`src/rtl/riscv_lsu.sv`:
```
`default_nettype none
// ============================================================================
// Module   : riscv_lsu
// Brief    : RV32/RV64 load/store unit, single outstanding bus transaction.
//            Optional bus timeout enabled by macro RISCV_LSU_TIMEOUT_EN.
// Revision : 1.0 - initial release
// ============================================================================
module riscv_lsu #(
    parameter int N              = 32,
    parameter int TIMEOUT_CYCLES = 255
) (
    input  logic             clk,
    input  logic             reset,
    input  logic             req_valid,
    input  logic             mem_read,
    input  logic             mem_write,
    input  logic [2:0]       fn3,
    input  logic [N-1:0]     address,
    input  logic [N-1:0]     rs2_data,
    output logic             stall,
    output logic [N-1:0]     rd_data,
    output logic             rd_valid,
    output logic             fault,
    output logic             bus_valid,
    input  logic             bus_ready,
    output logic             bus_we,
    output logic [N-1:0]     bus_addr,
    output logic [N-1:0]     bus_wdata,
    output logic [N/8-1:0]   bus_wstrb,
    input  logic [N-1:0]     bus_rdata
);
    localparam int c_OW = $clog2(N / 8);
    localparam int c_SW = N / 8;

    generate
        if (N != 32 && N != 64) begin : g_bad_width
            $error("riscv_lsu: N must be 32 or 64");
        end
        if (TIMEOUT_CYCLES < 1) begin : g_bad_timeout
            $error("riscv_lsu: TIMEOUT_CYCLES must be at least 1");
        end
    endgenerate

    typedef enum logic [1:0] {
        S_IDLE = 2'd0,
        S_REQ  = 2'd1,
        S_DONE = 2'd2
    } state_t;

    state_t            r_state;
    logic [2:0]        r_fn3;
    logic              r_is_load;
    logic [c_OW-1:0]   r_off;

    logic              w_rw_one;
    logic              w_fn3_ok;
    logic [c_OW-1:0]   w_off;
    logic [c_OW-1:0]   w_amask;
    logic              w_misal;
    logic              w_idle_req;
    logic              w_go;
    logic              w_bad;
    logic [N-1:0]      w_wdata;
    logic [c_SW-1:0]   w_strb;
    logic [N-1:0]      w_lane;
    logic [N-1:0]      w_ext;

`ifdef RISCV_LSU_TIMEOUT_EN
    localparam int              c_CW       = $clog2(TIMEOUT_CYCLES + 1);
    localparam logic [c_CW-1:0] c_TMO_LAST = c_CW'(TIMEOUT_CYCLES - 1);
    logic [c_CW-1:0]            r_tmo_cnt;
`endif

    // Request decode: only meaningful while idle.
    always_comb begin
        w_rw_one = mem_read ^ mem_write;
        w_off    = address[c_OW-1:0];
        case (fn3)
            3'b000, 3'b001, 3'b010: w_fn3_ok = 1'b1;
            3'b100, 3'b101:         w_fn3_ok = mem_read;
            3'b011:                 w_fn3_ok = (N == 64);
            3'b110:                 w_fn3_ok = mem_read & (N == 64);
            default:                w_fn3_ok = 1'b0;
        endcase
        case (fn3[1:0])
            2'b00:   w_amask = '0;
            2'b01:   w_amask = c_OW'(1);
            2'b10:   w_amask = c_OW'(3);
            default: w_amask = c_OW'(7);
        endcase
        w_misal    = |(w_off & w_amask);
        w_idle_req = (r_state == S_IDLE) & req_valid;
        w_go       = w_idle_req & w_rw_one & w_fn3_ok & ~w_misal;
        w_bad      = w_idle_req & ((mem_read & mem_write) |
                                   (w_rw_one & (~w_fn3_ok | w_misal)));
    end

    // Store lane replication and byte enables.
    always_comb begin
        case (fn3[1:0])
            2'b00: begin
                w_wdata = {c_SW{rs2_data[7:0]}};
                w_strb  = c_SW'(1);
            end
            2'b01: begin
                w_wdata = {(N/16){rs2_data[15:0]}};
                w_strb  = c_SW'(3);
            end
            2'b10: begin
                w_wdata = {(N/32){rs2_data[31:0]}};
                w_strb  = c_SW'(15);
            end
            default: begin
                w_wdata = rs2_data;
                w_strb  = '1;
            end
        endcase
    end

    // Load lane select and extension, using the fields latched at accept.
    always_comb begin
        w_lane = bus_rdata >> {r_off, 3'b000};
        case (r_fn3)
            3'b000: begin w_ext = {N{w_lane[7]}};  w_ext[7:0]  = w_lane[7:0];  end
            3'b001: begin w_ext = {N{w_lane[15]}}; w_ext[15:0] = w_lane[15:0]; end
            3'b010: begin w_ext = {N{w_lane[31]}}; w_ext[31:0] = w_lane[31:0]; end
            3'b100: begin w_ext = '0;              w_ext[7:0]  = w_lane[7:0];  end
            3'b101: begin w_ext = '0;              w_ext[15:0] = w_lane[15:0]; end
            3'b110: begin w_ext = '0;              w_ext[31:0] = w_lane[31:0]; end
            default: w_ext = w_lane;
        endcase
    end

    // Combinational so the core holds in the very cycle the request is accepted.
    assign stall = ~reset & (w_go | (r_state == S_REQ));

    always_ff @(posedge clk) begin
        if (reset) begin
            r_state   <= S_IDLE;
            r_fn3     <= '0;
            r_is_load <= 1'b0;
            r_off     <= '0;
            rd_data   <= '0;
            rd_valid  <= 1'b0;
            fault     <= 1'b0;
            bus_valid <= 1'b0;
            bus_we    <= 1'b0;
            bus_addr  <= '0;
            bus_wdata <= '0;
            bus_wstrb <= '0;
`ifdef RISCV_LSU_TIMEOUT_EN
            r_tmo_cnt <= '0;
`endif
        end else begin
            rd_valid <= 1'b0;
            fault    <= 1'b0;
            case (r_state)
                S_IDLE: begin
                    if (w_go) begin
                        r_state   <= S_REQ;
                        r_fn3     <= fn3;
                        r_is_load <= mem_read;
                        r_off     <= w_off;
                        bus_valid <= 1'b1;
                        bus_we    <= mem_write;
                        bus_addr  <= {address[N-1:c_OW], c_OW'(0)};
                        bus_wdata <= mem_write ? w_wdata : '0;
                        bus_wstrb <= mem_write ? (w_strb << w_off) : '0;
                    end else if (w_bad) begin
                        fault <= 1'b1;
                    end
                end
                S_REQ: begin
                    if (bus_ready) begin
                        r_state   <= S_DONE;
                        bus_valid <= 1'b0;
                        bus_we    <= 1'b0;
                        rd_valid  <= r_is_load;
                        if (r_is_load) begin
                            rd_data <= w_ext;
                        end
                    end
`ifdef RISCV_LSU_TIMEOUT_EN
                    else if (r_tmo_cnt == c_TMO_LAST) begin
                        r_state   <= S_IDLE;
                        bus_valid <= 1'b0;
                        bus_we    <= 1'b0;
                        fault     <= 1'b1;
                    end
`endif
                end
                S_DONE:  r_state <= S_IDLE;
                default: r_state <= S_IDLE;
            endcase
`ifdef RISCV_LSU_TIMEOUT_EN
            if (r_state == S_REQ && !bus_ready && r_tmo_cnt != c_TMO_LAST) begin
                r_tmo_cnt <= r_tmo_cnt + 1'b1;
            end else begin
                r_tmo_cnt <= '0;
            end
`endif
        end
    end

endmodule
`default_nettype wire

```
`config.mk`:
```
export PLATFORM = sky130hd
export DESIGN_NAME = riscv_lsu
export DESIGN_NICKNAME = d
export VERILOG_FILES = /design/src/rtl/riscv_lsu.sv
export SDC_FILE = /design/constraint.sdc
export NUM_CORES = 1
export LEC_CHECK = 0
export BUFFER_PORTS_ARGS = -buffer_cell sky130_fd_sc_hd__buf_2
export CAP_MARGIN = 20
export CORE_MARGIN = 2
export CORE_UTILIZATION = 52
export CTS_CLUSTER_SIZE = 28
export DETAILED_ROUTE_END_ITERATION = 16
export GPL_TIMING_DRIVEN = 1
export HOLD_SLACK_MARGIN = 0.08
export PLACE_DENSITY = 0.91
export REMOVE_ABC_BUFFERS = 1
export SYNTH_ARGS = -nofsm -noshare
export SYNTH_HDL_FRONTEND = slang
export SYNTH_SLANG_ARGS = --single-unit
```
`constraint.sdc`:
```
create_clock -name clk -period 4.07 [get_ports clk]
set_input_delay 0.814 -clock clk [delete_from_list [all_inputs] [get_ports clk]]
set_output_delay 0.814 -clock clk [all_outputs]
set_load 0.03 [all_outputs]
```
After elaboration in Yosys (flattened, before gate mapping). Index checks and enable logic that the tools add are counted.

Flip-flop bits (word level): 110. Input port bits: 105. Output and inout port bits: 105. Logic and storage cells: 74.

Equality and inequality tests: 11. Shift-type cells: 2. Muxes and demuxes: 16. Bitwise operators: 19. Reductions and logical operators: 14.

Operators with widths (count): $pmux W32 S4 (1); $pmux W32 S2 (1); $mux W32 (1); $shr A32 B5 Y32 (1); $eq A3 B3 Y1 const B (4); $reduce_or A3 Y1 (3); $and A1 B1 Y1 (8); $pmux W2 S2 (2); $pmux W4 S2 (1); $eq A3 B1 Y1 const B (2); $logic_not A3 Y1 (2); $not A1 Y1 (6); $pmux W1 S2 (3); $reduce_and A3 Y1 (2); $eq A2 B1 Y1 const B (2); $logic_not A2 Y1 (2); $mux W1 (4); $mux W2 (2); $mux W4 (1); $ne A2 B2 Y1 const B (2); $reduce_and A2 Y1 (2); $reduce_or A2 Y1 (2); $shl A4 B2 Y4 (1); $eq A3 B2 Y1 const B (1); other kinds (4) (6).

Logic depth before layout (Yosys ltp). Gate-level depths: netlist (run 1).

Word-level depth: 9. Depth in mapped cells: 6. Depth with buffers taken out: 4.

Least setup slack after synthesis (run 1). OpenSTA, ideal clock, no wires.

Path type: input-to-output. Start: in mem_read. End: out stall. Arrival: 2.254 ns. Required time: 3.256 ns. Path slack: 1.002 ns. Stages: 6. Buffers on the path: 2. Cell sequence: ha_1 -> and3_1 -> clkbuf_1 -> buf_1 -> a21oi_1 -> nor2_1.

Longest elaborated chain between the ends: 6. Elaborated cells on any way between the ends: 7. Classes of those cells: mux (1); bitwise (6).

Ends and longest elaborated chain: start, declared (line 15) `input logic mem_read,`; $xor A1 B1 Y1 (line 76) `w_rw_one = mem_read ^ mem_write;`; $and A1 B1 Y1 (line 93) `w_go = w_idle_req & w_rw_one & w_fn3_ok & ~w_misal;`; $and A1 B1 Y1 (*) (2 in series) (line 93); $or A1 B1 Y1 (*) (line 135) `assign stall = ~reset & (w_go | (r_state == S_REQ));`; $and A1 B1 Y1 (*) (line 135); end, declared (line 20) `output logic stall,`.

Every way passes the cells marked *; elsewhere a longest branch is shown, timed or not.

Worst setup path after layout (run 1).
Start: in mem_write. End: out stall.

Longest elaborated chain between the ends: 6.

Ends and longest elaborated chain: start, declared (line 16) `input logic mem_write,`; $xor A1 B1 Y1 (line 76); $and A1 B1 Y1 (3 in series) (line 93); $or A1 B1 Y1 (line 135); $and A1 B1 Y1 (line 135).

Every way passes these cells.

==> results.cfg, run 1 <==
[outcome]
outcome = completed

[sta]
hold_violations = 0
fmax_mhz = 333
holdWs_ns = 0.459
tightestPinTransition_ns = 0.789
layout_setup_ws_ns = 1.07
finalSetupTns_ns = 0
setup_viol = 0
slew_headroom = 0.472
period_needed_ns = 3.00
finClkSkew_ns = 0.0120
rsz0062_at_grt = no
finalMaxSlewViolations = 0
fin_crit_sh = 0.738

[clock_tree]
cts_tree = done
cts_hold_buf = 0
cts-root-buf = clkbuf_8
htreeDepth = 3
cts_setup_buffers = 0
cts_resized = 0
clk_pin_slew_ns = 0.10
clk_path_buf_depth = 2
cts.sinks = 110
numCtsBuffers = 9
clock_latency_ns = 0.38

[worst_setup_path]
path_cells = buf_2, ha_1, and3_2, a21oi_1, nor2_1, buf_2
slowest_delay_ns = 0.37
crit_path_frequent_cell = buf_2
cp_data_required_time_ns = 3.26
crit_arrival_ns = 2.19
worstSetupPathType = input pin to output port
cp_slowest_cell = buf_2
crit_path_max_fanout = 26
start_kind = input pin
end_kind = output port

[synth]
synth.top_cell.area_share = 0.429
synth.area.top_cells = dfxtp_1 (43%), a21oi_1 (9.3%), o21ai_0 (7.8%)
yosys.area.top_type = dfxtp_1
synth.distinct_cells = 37
synth_top_family_by_area = compound AO/OA/AOI/OAI gates
yosysSeqAreaShare = 0.429
synth_compound_area_frac = 0.246
synthCells = 617
ys.warnings.count = 0
yosys.area_share.simple = 0.166
syn_area_per_cell_um2 = 8.32
synthMuxAreaShare = 0.0999
synth_xor_area_frac = 0
async_flop_share = 0
synth_edf_count = 0
ys_seq_elements = 110
syn_area_um2 = 5130
synth_fa_ha_area_frac = 0.00244
synth_top_flop_cell = dfxtp_1

[final_layout]
seqCellArea_um2 = 2200
drive_gt1_frac = 0.328
area_growth_pct = 23.7
design_area_um2 = 6350
multi_input_area_um2 = 2660
fillers = 816
final_util = 0.656
nets = 884

[power_and_ir_drop]
vdd_ir_drop_max_mv = 0.218
leakage_nw = 2.70
p_per_area_nw_per_um2 = 329

[drt]
antenna_left = 0
first_pass_iters = 5
finalWirelength_um = 14700
drcViolationCount = 0
routedWlPerCell_um = 16.0
dr_total_vias = 5296
vias_per_cell = 5.78
initialDrtViolationCount = 259

[grt]
grt_use_total = 0.264
grt_pass1_vias = 4725
antenna_found_initial = 2
overflow = 0
grt_max_degree = 65
grt_pass1_wl_um = 22400

[min_path]
hp-class = flip-flop to flip-flop

[floorplanning]
die-area_um2 = 10700
die_x_um = 103
initial_core_util = 0.530
rows = 36
coreArea_um2 = 9680
ioPinCount = 210
die_h_um = 103

[place]
place_ws_ns = 1.06
hpwlAfterDp_um = 10200
place.port_buffers = 207
gp_congestion = 0.901
postPlaceCellArea_um2 = 6130

[job]
maxCapViolations = 0
-- cell type report --
type	count	share of cell area
antenna	1	0.000394
clock buffer	9	0.0195
clock inverter	7	0.00985
inverter	1	0.000591
multi-input combinational	440	0.419
sequential	110	0.347
tap	133	0.0262
timing repair buffer	216	0.177
-- path summary, 6_finish.rpt --
check        slack, ns     endpoint  depth (start not counted)        from
max               1.07        stall                          6   mem_write
min               0.46   rd_data[5]                          2  rd_data[5]
max reg2reg       1.82  rd_data[29]                          4    r_off[0]
min reg2reg       0.46   rd_data[5]                          2  rd_data[5]
-- power by group --
group / leakage [nW] / internal, mW / switching, mW / total [mW]
clock network: 0.0980 / 0.237 / 0.408 / 0.645
logic: 1.71 / 0.112 / 0.226 / 0.338
registers: 0.889 / 1.10 / 0.0117 / 1.11
-- layout by cell type, fill, tap and decap left out, types with 6 or more instances in the layout --
master,count
o211ai_1,8
a21oi_1,95
clkbuf_8,9
nor3_1,10
nand2_1,26
o31ai_1,8
nand4_1,21
or4_1,6
dfxtp_1,110
buf_4,9
a211oi_1,17
mux2_2,16
nand3_1,37
o2bb2ai_1,7
nand2b_1,8
nor2b_1,17
buf_2,206
o21ai_0,80
nor2_1,31
mux2i_1,31
-- synthesized netlist by cell type, types with 2 or more instances --
cell type,instances
dfxtp_1,110
a21oi_1,95
o21ai_0,80
clkbuf_1,47
nand3_1,38
mux2i_1,31
nor2_1,31
nand2_1,26
nand4_1,21
a211oi_1,17
nor2b_1,17
mux2_2,16
buf_2,11
nor3_1,10
nand2b_1,8
o211ai_1,8
o31ai_1,8
o2bb2ai_1,7
or4_1,6
buf_1,5
a21o_1,3
buf_4,3
a21oi_2,2
and3_1,2
nand3b_1,2
o21ai_1,2
-- through the flow --
stage | total power [mW] | cells
finish | 2.09 | 917
global route | 2.18 | 916
CTS | 2.10 | 915
detailed placement | 1.47 | 899
global placement | 1.46 | 899
floorplan | 1.30 | 551
-- logic make-up (layout without fill, tap and decap cells) --
| logic type | Yosys count | count (layout) |
|---|---|---|
| other cells | 1 | 3 |
| compound gates | 225 | 225 |
| flops | 110 | 110 |
| buf+inv | 68 | 233 |
| fa+ha+maj | 1 | 1 |
| mux | 48 | 48 |
| simple gates | 164 | 164 |
-- registers in the layout, indices dropped and copies added, names as in the netlist --
signal	count
r_state	2
r_is_load	1
bus_wdata	32
r_off	2
fault	1
bus_we	1
r_fn3	3
bus_wstrb	4
rd_valid	1
bus_valid	1
rd_data	32
bus_addr	30
-- worst max-delay path: cells and delay by family --
kind	cells	cell delay [ns]
adders and majority gates	1	0.36
buffers and inverters	2	0.56
AOI/OAI and AO/OA	1	0.17
and+or+nand+nor	2	0.27
-- metal layers --
layer  up-vias  GRT usage  wire length, µm
li1       2559          -                -
met1      2464      0.344             6070
met2       240      0.413             6870
met3        33     0.0847             1360
met4         0     0.0921              387
met5         -          0                0
Power figures use the tool's default switching activity.
==> run 2: changes to the inputs <==
--- a/config.mk
+++ b/config.mk
@@ -8,12 +8,12 @@
 export BUFFER_PORTS_ARGS = -buffer_cell sky130_fd_sc_hd__buf_2
 export CAP_MARGIN = 20
 export CORE_MARGIN = 2
-export CORE_UTILIZATION = 52
+export CORE_UTILIZATION = 48
 export CTS_CLUSTER_SIZE = 28
 export DETAILED_ROUTE_END_ITERATION = 16
 export GPL_TIMING_DRIVEN = 1
 export HOLD_SLACK_MARGIN = 0.08
-export PLACE_DENSITY = 0.91
+export PLACE_DENSITY = 0.86
 export REMOVE_ABC_BUFFERS = 1
 export SYNTH_ARGS = -nofsm -noshare
 export SYNTH_HDL_FRONTEND = slang
==> constraint.sdc (replaced) <==
create_clock -name clk -period 3.1 [get_ports clk]
set_input_delay 0.62 -clock clk [delete_from_list [all_inputs] [get_ports clk]]
set_output_delay 0.62 -clock clk [all_outputs]
set_load 0.03 [all_outputs]
==> run 2 against run 1 <==
Net effect:
- clock skew fell by 0.0025 ns
- via count barely moved
- highest routed layer is now met5
- largest power group unchanged
- power rose by 39%
==> results.cfg, run 2 (same netlist as run 1, synthesis figures left out) <==
[sta]
hold_violations = 0
slew_headroom = 0.491
rsz0062_at_grt = no
finalMaxSlewViolations = 0
fin_crit_sh = 0.753
setup_viol = 0
period_needed_ns = 2.33
finClkSkew_ns = 0.00948
tightestPinTransition_ns = 0.761
holdWs_ns = 0.457
layout_setup_ws_ns = 0.766
fmax_mhz = 428

[drt]
drcViolationCount = 0
first_pass_iters = 7
initialDrtViolationCount = 456
vias_per_cell = 5.73
antenna_left = 0
dr_total_vias = 5297
routedWlPerCell_um = 16.0
finalWirelength_um = 14800

[worst_setup_path]
start_kind = input pin
crit_path_max_fanout = 14
crit_path_frequent_cell = buf_2
endpoint = stall
worstSetupPathType = input pin to output port
r2r-end = bus_wdata[17]
crit_arrival_ns = 1.71
cp_slowest_cell = buf_2
slowest_delay_ns = 0.35
path_cells = buf_2, a21oi_2, a21o_2, a21oi_1, nor2_1, buf_2
cp_data_required_time_ns = 2.48
rrSetupSlack_ns = 0.97
crit_start = fn3[0]
end_kind = output port
r2r_cells = 5
worstReg2RegStart = r_state[1]

[clock_tree]
numCtsBuffers = 9
cts_hold_buf = 0
cts_tree = done
htreeDepth = 3
cts.sinks = 110
clk_pin_slew_ns = 0.11
cts_setup_buffers = 0
cts_resized = 0
clock_latency_ns = 0.36
cts-root-buf = clkbuf_8
clk_path_buf_depth = 2

[min_path]
hp-class = flip-flop to flip-flop

[grt]
grt_pass1_vias = 4754
grt_max_degree = 61
grt_use_total = 0.248
antenna_found_initial = 1
overflow = 0
grt_pass1_wl_um = 23100

[power_and_ir_drop]
vdd_ir_drop_max_mv = 0.299
p_per_area_nw_per_um2 = 452
leakage_nw = 2.74
total_power_mw = 2.91

[final_layout]
largestRegisters = bus_wdata (32), rd_data (32), bus_addr (30)
drive_gt1_frac = 0.332
area_growth_pct = 25.1
antennaDiodeCount = 0
final_util = 0.619
final_common_cell = buf_2
nets = 889
layout_common_cells = buf_2 (206), dfxtp_1 (110), a21oi_1 (95), o21ai_0 (80), nand3_1 (37)

[floorplanning]
ioPinCount = 210
coreArea_um2 = 10400
rows = 37
initial_core_util = 0.495
die-area_um2 = 11500
die_h_um = 107
die_x_um = 107

[place]
place_ws_ns = 0.395
place.port_buffers = 207
gp_congestion = 0.839
hpwlAfterDp_um = 10300

[outcome]
outcome = completed

[job]
maxCapViolations = 0
## run 2: changes by cell type in the layout (fill, tap and decap cells not counted), sizes merged
cell	previous run	this run
inv	5	3
bufinv	0	2
diode	1	0
buf	216	221
## run 2: final cells by class
type / count / area [µm²]
sequential: 110 / 2200
clock buffer: 9 / 124
timing repair buffer: 221 / 1140
tap: 136 / 170
fill: 936 / 3950
clock inverter: 7 / 116
inverter: 1 / 3.75
multi-input combinational: 440 / 2660
## run 2: worst min-delay path by stage
stage | startpoint | slack (ns) | cells past startpoint | end
after floorplan | r_is_load | 0.46 | 2 | r_is_load
after global placement | rd_data[0] | 0.44 | 2 | rd_data[0]
after detailed placement | rd_data[2] | 0.44 | 2 | rd_data[2]
after CTS | rd_data[2] | 0.46 | 2 | rd_data[2]
after global routing | address[2] | 0.47 | 3 | bus_addr[2]
final | rd_data[2] | 0.46 | 2 | rd_data[2]
## run 2: per-stage QoR
step,cells,cell area (µm²),setup TNS (ns)
6_report,924,6420,0
5_1_grt,924,6420,0
3_3_place_gp,908,6180,0
2_1_floorplan,551,4850,-0.182
3_5_place_dp,908,6180,0
4_1_cts,924,6420,0
## run 2: worst max-delay path: cells and delay by family
family          cells  cell delay, ns
compound gates      3            0.49
simple gates        1            0.06
buf+inv             2            0.53
## run 2: where the power goes
group,switching (mW),total [mW],internal (mW),leakage [nW]
clock,0.528,1.00,0.477,0.120
sequential,0.0154,1.46,1.44,0.889
combinational,0.294,0.446,0.151,1.73
total,0.838,2.91,2.07,2.74
## run 2: layer usage
metal  global-route usage  up-vias  part of all wire
met4               0.0888        2             0.023
li1                     -     2558                 -
met5                    0        -           0.00088
met1                0.325     2439              0.41
met2                0.382      267              0.45
met3               0.0823       31              0.11
